$ cat src/rtl/hex_display_scanner.sv
// Time-multiplexed 4-digit 7-segment scanner with frame-synchronous capture,
// inter-digit blanking, 16-level PWM brightness and optional leading-zero suppression.
module hex_display_scanner #(
  parameter int SCAN_DIV    = 1000,
  parameter int DEAD_CYCLES = 16
) (
  input  logic        CLK,
  input  logic        RST_N,
  input  logic [15:0] data,
  input  logic        blank_lz,
  input  logic [3:0]  brightness,
  output logic [3:0]  anodes,
  output logic [6:0]  segments,
  output logic        frame_tick
);

  localparam int SW = (SCAN_DIV > 1) ? $clog2(SCAN_DIV) : 1;
  localparam logic [SW-1:0] SLOT_LAST = SW'(SCAN_DIV - 1);
  localparam logic [SW-1:0] DEAD_END  = SW'(DEAD_CYCLES);

  logic [SW-1:0] slot_cnt_q, slot_cnt_d;
  logic [1:0]    digit_q, digit_d;
  logic [3:0]    pwm_cnt_q, pwm_cnt_d;
  logic [15:0]   shadow_q, shadow_d;
  logic [3:0]    anodes_q, anodes_d;
  logic [6:0]    segments_q, segments_d;
  logic          frame_tick_q, frame_tick_d;
  logic          capture_s;
  logic          on_s;
  logic [3:0]    nibble_s;

  function automatic logic [6:0] hex7(input logic [3:0] v);
    logic [6:0] seg;
    case (v)
      4'h0:    seg = 7'h7E;
      4'h1:    seg = 7'h30;
      4'h2:    seg = 7'h6D;
      4'h3:    seg = 7'h79;
      4'h4:    seg = 7'h33;
      4'h5:    seg = 7'h5B;
      4'h6:    seg = 7'h5F;
      4'h7:    seg = 7'h70;
      4'h8:    seg = 7'h7F;
      4'h9:    seg = 7'h7B;
      4'hA:    seg = 7'h77;
      4'hB:    seg = 7'h1F;
      4'hC:    seg = 7'h4E;
      4'hD:    seg = 7'h3D;
      4'hE:    seg = 7'h4F;
      4'hF:    seg = 7'h47;
      default: seg = 7'h00;
    endcase
    return seg;
  endfunction

  // A digit is dark when it and every digit to its left hold zero; digit 0 always shows.
  function automatic logic blank_digit(input logic [1:0] k, input logic [15:0] v,
                                       input logic en);
    logic b;
    case (k)
      2'd1:    b = en && (v[15:4]  == 12'h000);
      2'd2:    b = en && (v[15:8]  == 8'h00);
      2'd3:    b = en && (v[15:12] == 4'h0);
      default: b = 1'b0;
    endcase
    return b;
  endfunction

  function automatic logic [3:0] pick_nibble(input logic [1:0] k, input logic [15:0] v);
    logic [3:0] n;
    case (k)
      2'd0:    n = v[3:0];
      2'd1:    n = v[7:4];
      2'd2:    n = v[11:8];
      2'd3:    n = v[15:12];
      default: n = 4'h0;
    endcase
    return n;
  endfunction

  // Scan counters and shadow capture
  always_comb begin
    capture_s = (digit_q == 2'd0) && (slot_cnt_q == '0);
    pwm_cnt_d = pwm_cnt_q + 4'd1;
    if (slot_cnt_q == SLOT_LAST) begin
      slot_cnt_d = '0;
      digit_d    = digit_q + 2'd1;
    end else begin
      slot_cnt_d = slot_cnt_q + SW'(1);
      digit_d    = digit_q;
    end
    if (capture_s) begin
      shadow_d = data;
    end else begin
      shadow_d = shadow_q;
    end
  end

  // Output decode; segments are gated with the anode so they only change while dark
  always_comb begin
    nibble_s     = pick_nibble(digit_q, shadow_q);
    on_s         = (slot_cnt_q >= DEAD_END) && (pwm_cnt_q <= brightness) &&
                   !blank_digit(digit_q, shadow_q, blank_lz);
    frame_tick_d = capture_s;
    if (on_s) begin
      anodes_d   = 4'b0001 << digit_q;
      segments_d = hex7(nibble_s);
    end else begin
      anodes_d   = 4'b0000;
      segments_d = 7'h00;
    end
  end

  // State and output registers
  always_ff @(posedge CLK or negedge RST_N) begin
    if (!RST_N) begin
      slot_cnt_q   <= '0;
      digit_q      <= 2'd0;
      pwm_cnt_q    <= 4'd0;
      shadow_q     <= 16'h0000;
      anodes_q     <= 4'b0000;
      segments_q   <= 7'h00;
      frame_tick_q <= 1'b0;
    end else begin
      slot_cnt_q   <= slot_cnt_d;
      digit_q      <= digit_d;
      pwm_cnt_q    <= pwm_cnt_d;
      shadow_q     <= shadow_d;
      anodes_q     <= anodes_d;
      segments_q   <= segments_d;
      frame_tick_q <= frame_tick_d;
    end
  end

  assign anodes     = anodes_q;
  assign segments   = segments_q;
  assign frame_tick = frame_tick_q;

endmodule

$ cat config.mk
export PLATFORM = sky130hd
export DESIGN_NAME = hex_display_scanner
export DESIGN_NICKNAME = d
export VERILOG_FILES = /design/src/rtl/hex_display_scanner.sv
export SDC_FILE = /design/constraint.sdc
export NUM_CORES = 1
export LEC_CHECK = 0
export BUFFER_PORTS_ARGS = -buffer_cell sky130_fd_sc_hd__buf_2
export CORE_UTILIZATION = 45
export CTS_BUF_LIST = sky130_fd_sc_hd__clkbuf_4
export DETAILED_ROUTE_END_ITERATION = 12
export GPL_TIMING_DRIVEN = 0
export PLACE_DENSITY = 0.62
export SLEW_MARGIN = 20
export SYNTH_ARGS = -nofsm -noshare
export SYNTH_HDL_FRONTEND = slang
export SYNTH_SLANG_ARGS = --single-unit
$ cat constraint.sdc
create_clock -name CLK -period 6.24 [get_ports CLK]
set_clock_uncertainty 0.15 [all_clocks]
set_input_delay 1.872 -clock CLK [delete_from_list [all_inputs] [get_ports CLK]]
set_output_delay 1.872 -clock CLK [all_outputs]
set_load 0.05 [all_outputs]
### Yosys cells after proc, flatten, opt, wreduce, memory -nomap -nowiden

Memory sizes are Yosys's and may differ from the RTL's.
Cells that the tools add are included.

| operators by class | value |
|---|---|
| $add $sub $neg | 3 |
| $lt $le $gt $ge | 2 |
| equality and inequality tests | 4 |
| shift-type cells | 1 |
| muxes and demuxes | 5 |
| reductions and logical operators | 12 |

Operator list:

| cell | count |
|---|---|
| 4-bit one-hot mux with 4 select lines | 1 |
| 12-bit zero test | 1 |
| 10-bit by 1-bit adder with 10-bit output (second input constant) | 1 |
| 10-bit equality test (second input constant) | 1 |
| 10-bit by 5-bit >= comparator with 1-bit output (second input constant) | 1 |
| 10-bit zero test | 1 |
| 10-bit two-way mux | 1 |
| 8-bit zero test | 1 |
| 7-bit two-way mux | 1 |
| 1-bit logical AND | 6 |
| 4-bit by 1-bit adder with 4-bit output (second input constant) | 1 |
| 2-bit equality test (second input constant) | 2 |
| 4-bit less-or-equal comparator | 1 |
| 4-bit zero test | 1 |
| 4-bit two-way mux | 1 |
| 1-bit by 2-bit left shift with 4-bit output (first input constant) | 1 |
| 1-bit one-hot mux with 3 select lines | 1 |
| 2-bit by 1-bit adder with 2-bit output (second input constant) | 1 |
| 2-bit by 1-bit equality test with 1-bit output (second input constant) | 1 |
| 2-bit zero test | 1 |
| 1-bit zero test | 1 |

| word-level totals | value |
|---|---|
| flip-flop bits (word level) | 44 |
| ROM bits | 112 |
| output and inout port bits | 12 |
| memories | 1 |

Memory list:

| memory | words | bits a word | rd ports | clocked after memory_dff | wr ports | RTL line | text |
|---|---|---|---|---|---|---|---|
| (no name shown) | 16 | 7 | 1 | 0 | 0 | 34 | `case (v)` |

### Depth between registers and ports, before layout

Gate-level depths: netlist of run 1.

| depth | value |
|---|---|
| word-level depth | 6 |
| gate-level depth with buffers | 10 |
| mapped depth without buffers | 10 |

### Worst setup path before layout of run 1

No wires, ideal clock.

| timing path | value |
|---|---|
| path kind | input port to flip-flop |
| start | in brightness[1] |
| end | reg segments_q[2] (netlist: segments[2]) |
| setup time | 65 ps |
| arrival | 3247 ps |
| setup slack | 2778 ps |
| stages | 8 |
| path through | inv_1 ha_1 nor2b_1 o21a_1 o211ai_1 and4_2 clkbuf_1 o221a_2 |

| between the ends | value |
|---|---|
| cells in the longest elaborated chain, start to end | 4 |

RTL lines:

| item | RTL line | text |
|---|---|---|
| from (decl) | 11 | `input logic [3:0] brightness,` |
| 4-bit less-or-equal comparator | 102 | `on_s = (slot_cnt_q >= DEAD_END) && (pwm_cnt_q <= brightness) &&` |
| 1-bit logical AND (2 in a row) | 102 |  |
| 7-bit two-way mux | 105 | `if (on_s) begin` |
| via segments_d[2] | 26 | `logic [6:0] segments_q, segments_d;` |
| to (signal assigned) | 130 | `segments_q <= segments_d;` |
| to (decl) | 26 |  |

The timed path passes the listed nets, and every way through them passes these cells.
A chain may end at the register's enable or synchronous reset.

### Final worst setup path of run 1

Ends and elaborated chain as after synthesis.

==> metrics, run 1 <==
DR top layer met4; area of the multi-input gates 0.00106 mm²; row cnt 25; top post-synthesis cells by count dfrtp_1, ha_1, inv_1, nand2_1; Netlist cell types 38; first-pass GRT wire length 6630 µm; gp weighted congestion 0.773; WL per Instance 12.9 µm; Syn. warnings 0; status finished clean; Synth top area share 48.8%; CTS H-tree lvls 2; Power Density 206 mW/mm²; EDFF count, synth 0; ys flop type dfrtp_1; DRC Markers 0; syn nets 233; syn_area_per_cell 11.8 µm²; Die X 72.8 µm; WP data required 6.37 ns; Worst-Margin Slew 0.945 ns; Core Region 0.00479 mm²; fin area 0.00259 mm²; clock buffer count from CTS 5; Die Y 72.8 µm; CP peak stage delay 0.34 ns; worst-path fanout max 10; Startpoint Class primary input; Synth area leaders dfrtp_1, ha_1, mux2_4; # fillers 431; Setup violations, final 0; LEAKAGE 1.29 nW; Max Slew Vio Count 0; IO Count 35; DR pass1 iterations 4; Skew-Pair Late Insertion Delay 0.35 ns; fin crit share 55.1%; largest area contributor in the netlist dfrtp_1; Hold/Removal Path Class flop to flop; delay-heaviest family, CP compound AO/OA/AOI/OAI gates; critical path's slowest cell clkbuf_1; Post-synth ARST share 100%; critical path endpoint category flop; Congestion Overflow GR 0; GRT Total Usage 16.6%; crit path kind primary input to flop; total of max-cap violations 0; Post-Route Setup TNS 0 ns; Initial Utilization 47.2%; dpl hpwl 2840 µm; area of the die 0.00531 mm²; vias in the first global route 1,425; Clk pin slew, worst setup/hold paths 0.12 ns; dpl cell area 0.00251 mm²; ANT nets after route 0; clock root cell clkbuf_4; CTS tree built; Fmax 0.291 GHz; relative slew slack 37.0%; # nets final 274; DR WL met2 1760 µm; flops & latches, synth 44; crit-path cells buf_2 > inv_1 > ha_1 > nor2b_1 > o21a_1 > o211ai_1 > and4_2 > clkbuf_1 > o221a_2; proportion of layout cells with a drive suffix above 1 27.8%; sequential cell area fraction in the yosys report 48.8%; Post-CTS Resized 0; Final min period 3.44 ns; peak supply drop 0.112 mV; DRT met1 WL 1940 µm; largest net degree at the start of global routing 45; crit path DAT 3.57 ns; Post-Synthesis Cells 192; 1st-iter DRT viols 87; Hold Fails Final Rpt 0; Area growth syn-to-layout 14.6%; DR vias 1,458; Bufs and invs on worst path 3; Reg area 0.00110 mm²; final core occ 54.1%; Antenna diodes 0; initial antenna violation count 0; RSZ-0062 raised after global routing no; Setup Fix Bufs, Post-CTS 0; most frequent cell after synthesis dfrtp_1; post-cts hold buffer count 0; routed wl met3 147 µm; mapped cell area 0.00226 mm²; via-per-instance ratio 4.84; clk sinks 44; Port-buffer cells 34; clock tree buffer depth 2; drt total wl 3890 µm
[cells in the final DEF, fill, tap and decap left out, types with 3 or more instances in the layout]
master / count
nor4_1: 4
dfrtp_1: 44
ha_1: 18
clkbuf_1: 3
mux2_4: 9
clkbuf_4: 5
o21ai_0: 4
o21a_1: 3
nor2b_1: 5
a21oi_1: 4
mux2_2: 9
nand3_1: 8
xnor2_1: 5
nand2_1: 14
and2_1: 4
inv_1: 15
a222oi_1: 4
nand2b_1: 3
nor2_1: 9
xor2_1: 5
buf_2: 34
[per-stage QoR]
stage | hold WS [ns] | setup slack [ns] | cells | power, mW
3_5_place_dp | 0.313 | 2.42 | 293 | 0.370
2_1_floorplan | 0.290 | 2.78 | 192 | 0.346
6_report | 0.329 | 2.80 | 301 | 0.532
3_3_place_gp | 0.316 | 2.47 | 293 | 0.369
5_1_grt | 0.355 | 2.71 | 301 | 0.557
4_1_cts | 0.333 | 2.79 | 301 | 0.541
[per-layer routing]
metal  vias up  track usage, %
met5         -               0
met4         0            5.88
met3         4            4.28
met2        29            25.9
met1       674            22.4
li1        751               -
[cells by family (layout without fill, tap and decap cells)]
group	count (synthesis)	in the layout	share of synthesized area, %
AO/OA/AOI/OAI	25	25	8.37
XOR/XNOR	10	10	3.88
adder cells (fa/ha/maj)	18	18	9.97
buffers and inverters	20	62	4.38
flip-flops	44	44	48.8
multiplexers	20	20	11.4
AND/OR/NAND/NOR	55	55	13.3
[sequential cells by signal, summed over array words and instances, names as in the netlist]
signal,cells
shadow_q,16
slot_cnt_q,10
digit_q,2
pwm_cnt_q,4
segments,7
frame_tick,1
anodes,4
[report_power, final]
group          internal [mW]  leakage [nW]  total [mW]  switching (mW)
registers              0.295         0.533       0.300         0.00532
clock network         0.0819        0.0403       0.169          0.0872
logic                 0.0238         0.712      0.0628          0.0390
[layout make-up]
cell class / instances / share of cell area [%]
Timing Repair Buffer: 34 / 6.58
Inverter: 15 / 2.18
Tap cell: 67 / 3.24
Clock buffer: 5 / 1.45
Sequential cell: 44 / 42.6
Clock inverter: 3 / 1.45
Multi-Input combinational cell: 128 / 40.9
Buffer: 5 / 1.64
[worst register-to-register path, delay by kind of cell, from the launching register on]
family	cells	cell delay, ns
AO/OA/AOI/OAI	1	0.62
adder cells (fa/ha/maj)	2	0.54
buffers and inverters	3	0.45
flip-flops	1	0.42
multiplexers	1	0.28
AND/OR/NAND/NOR	2	0.21
[final timing paths]
check	start	endpoint	slack, ns	cells past startpoint
min reg2reg	pwm_cnt_q[0]	pwm_cnt_q[0]	0.33	1
min	pwm_cnt_q[0]	pwm_cnt_q[0]	0.33	1
max reg2reg	digit_q[0]	segments[0]	3.50	9
max in group asynchronous	RST_N	shadow_q[7]	3.85	1
min in group asynchronous	RST_N	slot_cnt_q[0]	1.50	1
max	brightness[1]	segments[2]	2.80	9
(Power assumes the default switching activity.)
==> run 2: changes to the inputs <==
Settings changed: PLACE_DENSITY 0.62 to 0.64.
Clock period 6.24 ns to 3.1 ns, I/O delays scaled along.
==> run 2 against run 1 <==
  * Clock power up 62%
  * Largest cell class unchanged
  * Die area did not move
  * Sequential share of layout area down 0.14 points
  * First-iteration DRC count decreased by 11%
  * Cell count increased by 0.33%
  * Non-clock buffer count is 1 higher
==> metrics, run 2 (synthesis gave the netlist of run 1 again) <==
status finished clean; Initial Utilization 47.2%; WP data required 3.25 ns; crit path kind flop to flop; most frequent cells in the layout dfrtp_1, buf_2, ha_1, inv_1, nand2_1; hold path startpoint pwm_cnt_q[0]; max reg flops 16; # fillers 437; 1st-iter DRT viols 77; worst-path fanout max 6; # nets final 275; area of the die 0.00531 mm²; Antenna diodes 0; gp weighted congestion 0.807; CTS tree built; critical path's slowest cell o21ai_0; relative slew slack 54.2%; CTS H-tree lvls 2; Port-buffer cells 34; proportion of layout cells with a drive suffix above 1 28.9%; LEAKAGE 1.29 nW; Core Region 0.00479 mm²; Clk pin slew, worst setup/hold paths 0.13 ns; dpl hpwl 2840 µm; post-cts hold buffer count 0; Setup Fix Bufs, Post-CTS 0; Die Y 72.8 µm; Setup violations, final 0; Final min period 2.69 ns; Max Slew Vio Count 0; Die X 72.8 µm; DR vias 1,495; Congestion Overflow GR 0; Hold Fails Final Rpt 0; hold slack 0.329 ns; Skew-Pair Late Insertion Delay 0.36 ns; via-per-instance ratio 4.95; clk sinks 44; fin crit share 86.7%; reg2reg setup slack 0.41 ns; Power Density 388 mW/mm²; peak supply drop 0.228 mV; dpl cell area 0.00251 mm²; crit-path cells inv_1 > ha_1 > inv_1 > o21ai_0 > inv_1 > ha_1 > mux2_2 > nand2_1 > o311a_1; first-pass GRT wire length 6700 µm; Hold/Removal Path Class flop to flop; Overall Power 1.01 mW; initial antenna violation count 0; critical path endpoint category flop; most common cell after layout, fill and taps aside dfrtp_1; total of max-cap violations 0; fin area 0.00260 mm²; Post-Route Setup TNS 0 ns; Area growth syn-to-layout 15.0%; ANT nets after route 0; clock buffer count from CTS 5; crit path DAT 2.84 ns; DR pass1 iterations 5; RR Startpoint digit_q[0]; DRC Markers 0; largest net degree at the start of global routing 45; CP peak stage delay 0.57 ns; RSZ-0062 raised after global routing no; CP dominant cell by count inv_1; clock root cell clkbuf_4; Fmax 0.372 GHz; Worst Hold End pwm_cnt_q[0]; Post-CTS Resized 0; r2r worst-path depth 9; WL per Instance 12.9 µm; Startpoint Class flop; Largest Register shadow_q; Reg area 0.00110 mm²; area of the multi-input gates 0.00106 mm²; Worst-Margin Slew 0.679 ns; row cnt 25; drt total wl 3890 µm; hold path cells 1; vias in the first global route 1,471; clock tree buffer depth 2; GRT Total Usage 16.9%; reg2reg end segments[1]; IO Count 35
-- run 2: worst max-delay path by stage --
stage / start / end / slack, ns / cells after the start
3_3_place_gp: brightness[1] / segments[2] / 0.29 / 9
2_1_floorplan: brightness[1] / segments[2] / 0.58 / 8
3_5_place_dp: brightness[1] / segments[2] / 0.28 / 9
5_1_grt: digit_q[0] / segments[3] / 0.03 / 9
4_1_cts: digit_q[0] / segments[1] / 0.36 / 9
6_report: digit_q[0] / segments[1] / 0.41 / 9
-- run 2: report_power, final --
group / internal [mW] / switching [mW] / leakage [nW] / total (mW)
logic: 0.0514 / 0.0785 / 0.725 / 0.130
clock network: 0.0873 / 0.186 / 0.0349 / 0.273
registers: 0.594 / 0.0108 / 0.533 / 0.604
total: 0.732 / 0.275 / 1.29 / 1.01
-- run 2: critical path, delay by kind of cell (launching register included) --
kind                       cells  cell delay [ns]
adders and majority gates      2             0.54
DFF                            1             0.42
AOI/OAI and AO/OA              2             0.73
and+or+nand+nor                1             0.07
muxes                          1             0.27
buffers and inverters          3             0.44
-- run 2: per-stage QoR --
step / util, % / setup slack, ns / cells
floorplan: - / 0.580 / 192
global placement: 52.5 / 0.289 / 293
detailed placement: 52.5 / 0.276 / 293
CTS: 53.7 / 0.356 / 301
global route: 54.2 / 0.0294 / 302
finish: 54.2 / 0.412 / 302
-- run 2: layer usage --
metal  global-route usage (%)  wire length (µm)  up-vias  part of all wire [%]
met1                     22.2              1910      703                    49
li1                         -                 -      756                     -
met5                        0                 0        -                     0
met2                     27.3              1790       28                    46
met3                     3.59               116        8                   3.0
met4                     7.19                71        0                   1.8
-- run 2: final cells by class --
cell class | instances | area share (%)
Buffer | 5 | 1.64
Timing Repair Buffer | 35 | 7.61
Clock buffer | 5 | 1.45
Multi-Input combinational cell | 128 | 40.8
Tap cell | 67 | 3.23
Sequential cell | 44 | 42.4
Clock inverter | 3 | 0.723
Inverter | 15 | 2.17
==> run 3: changes to the inputs <==
==> constraint.sdc (replaced) <==
create_clock -name CLK -period 3.1 [get_ports CLK]
set_clock_uncertainty 0.15 [all_clocks]
set_input_delay 0.155 -clock CLK [delete_from_list [all_inputs] [get_ports CLK]]
set_output_delay 0.155 -clock CLK [all_outputs]
set_load 0.05 [all_outputs]
==> run 3 against run 2 <==
  * Clock power barely moved
  * Critical path depth is the same
  * Combinational power grew 12%
  * Global-route usage rose by 1.0 points
  * Non-clock buffer count grew 17
  * Critical path type unchanged
==> metrics, run 3 (synthesis gave the netlist of run 1 again) <==
clock tree buffer depth 2; Largest Register shadow_q; proportion of layout cells with a drive suffix above 1 27.0%; # nets final 292; Setup violations, final 0; Overall Power 1.03 mW; relative slew slack 54.0%; 1st-iter DRT viols 59; hold slack 0.0472 ns; clock buffer count from CTS 5; Worst-Margin Slew 0.683 ns; area of the die 0.00531 mm²; most frequent cells in the layout dfrtp_1, buf_2, ha_1, dlygate4sd3_1, inv_1; Max Slew Vio Count 0; crit path kind flop to flop; worst-path fanout max 6; fin area 0.00276 mm²; CTS H-tree lvls 2; clk sinks 44; gp weighted congestion 0.807; Antenna diodes 0; WP data required 3.25 ns; largest net degree at the start of global routing 45; Final min period 2.70 ns; Post-Route Setup TNS 0 ns; DR pass1 iterations 4; initial antenna violation count 0; GRT Total Usage 18.0%; drt total wl 4130 µm; Startpoint Class flop; RSZ-0062 raised after global routing no; ANT nets after route 0; LEAKAGE 1.36 nW; CP dominant cell by count inv_1; Congestion Overflow GR 0; Core Region 0.00479 mm²; Clk pin slew, worst setup/hold paths 0.13 ns; Hold/Removal Path Class primary input to asynchronous set/reset pin; clock root cell clkbuf_4; peak supply drop 0.228 mV; max reg flops 16; dpl cell area 0.00251 mm²; most common cell after layout, fill and taps aside dfrtp_1; Hold Fails Final Rpt 0; Initial Utilization 47.2%; IO Count 35; status finished clean; Power Density 372 mW/mm²; WL per Instance 12.9 µm; Setup Fix Bufs, Post-CTS 0; crit path DAT 2.85 ns; Skew-Pair Late Insertion Delay 0.36 ns; critical path's slowest cell o21ai_0; DRC Markers 0; via-per-instance ratio 4.84; DR vias 1,544; CTS tree built; Fmax 0.371 GHz; CP peak stage delay 0.57 ns; vias in the first global route 1,536; row cnt 25; crit-path cells inv_1 > ha_1 > inv_1 > o21ai_0 > inv_1 > ha_1 > mux2_2 > nand2_1 > o311a_1; dpl hpwl 2840 µm; fin crit share 87.0%; # fillers 430; total of max-cap violations 0; first-pass GRT wire length 7080 µm; Port-buffer cells 34; Die X 72.8 µm; critical path endpoint category flop; Die Y 72.8 µm; Area growth syn-to-layout 22.2%
==> run 3: cell count changes in the layout (fill, tap and decap cells not counted), sizes merged <==
cell and change:
dlygate4sd3 +17
==> run 3: worst paths after layout <==
kind / startpoint / to / slack (ns) / cells after the start
min: RST_N / segments[3] / 0.05 / 2
min reg2reg: pwm_cnt_q[0] / pwm_cnt_q[0] / 0.33 / 1
max reg2reg: digit_q[0] / segments[1] / 0.40 / 9
min in group CLK: blank_lz / segments[3] / 0.21 / 4
max in group asynchronous: RST_N / shadow_q[3] / 2.30 / 3
max: digit_q[0] / segments[1] / 0.40 / 9
==> run 3: layout make-up <==
| cell class | count | area [µm²] | share of cell area (%) |
|---|---|---|---|
| Multi-Input combinational cell | 128 | 1060 | 38.4 |
| Timing Repair Buffer | 52 | 360 | 13.1 |
| Buffer | 5 | 42.5 | 1.54 |
| Clock buffer | 5 | 37.5 | 1.36 |
| Sequential cell | 44 | 1100 | 39.9 |
| Tap cell | 67 | 83.8 | 3.04 |
| Clock inverter | 3 | 18.8 | 0.680 |
| Inverter | 15 | 56.3 | 2.04 |
==> run 3: routing by layer <==
layer	wire length [µm]	global-route usage, %	part of all wire [%]
met1	1990	23.4	48
met2	1970	29.5	48
met3	130	3.59	3.1
met4	44	7.19	1.1
met5	0	0	0
==> run 3: metrics by stage <==
step | setup slack, ns | utilization (%) | std cells
global placement | 0.433 | 52.5 | 293
floorplan | 0.820 | - | 192
global route | 0.0299 | 57.6 | 319
finish | 0.403 | 57.6 | 319
CTS | 0.356 | 57.2 | 318
detailed placement | 0.409 | 52.5 | 293
==> run 3: what timing repair did <==
| action | CTS | global route |
|---|---|---|
| hold endpoints to repair | 60 | 0 |
| resized for setup | 0 | 0 |
| hold buffers | 17 | 0 |
==> run 3: critical path: cells and delay by family, from the launching register on <==
kind	cells	cell delay, ns
and+or+nand+nor	1	0.07
DFF	1	0.42
AOI/OAI and AO/OA	2	0.73
buffers and inverters	3	0.44
muxes	1	0.27
adders and majority gates	2	0.54
==> run 3: power by group <==
group	internal [mW]	switching, mW
combinational	0.0644	0.0814
clock	0.0873	0.188
sequential	0.594	0.0109
total	0.745	0.280
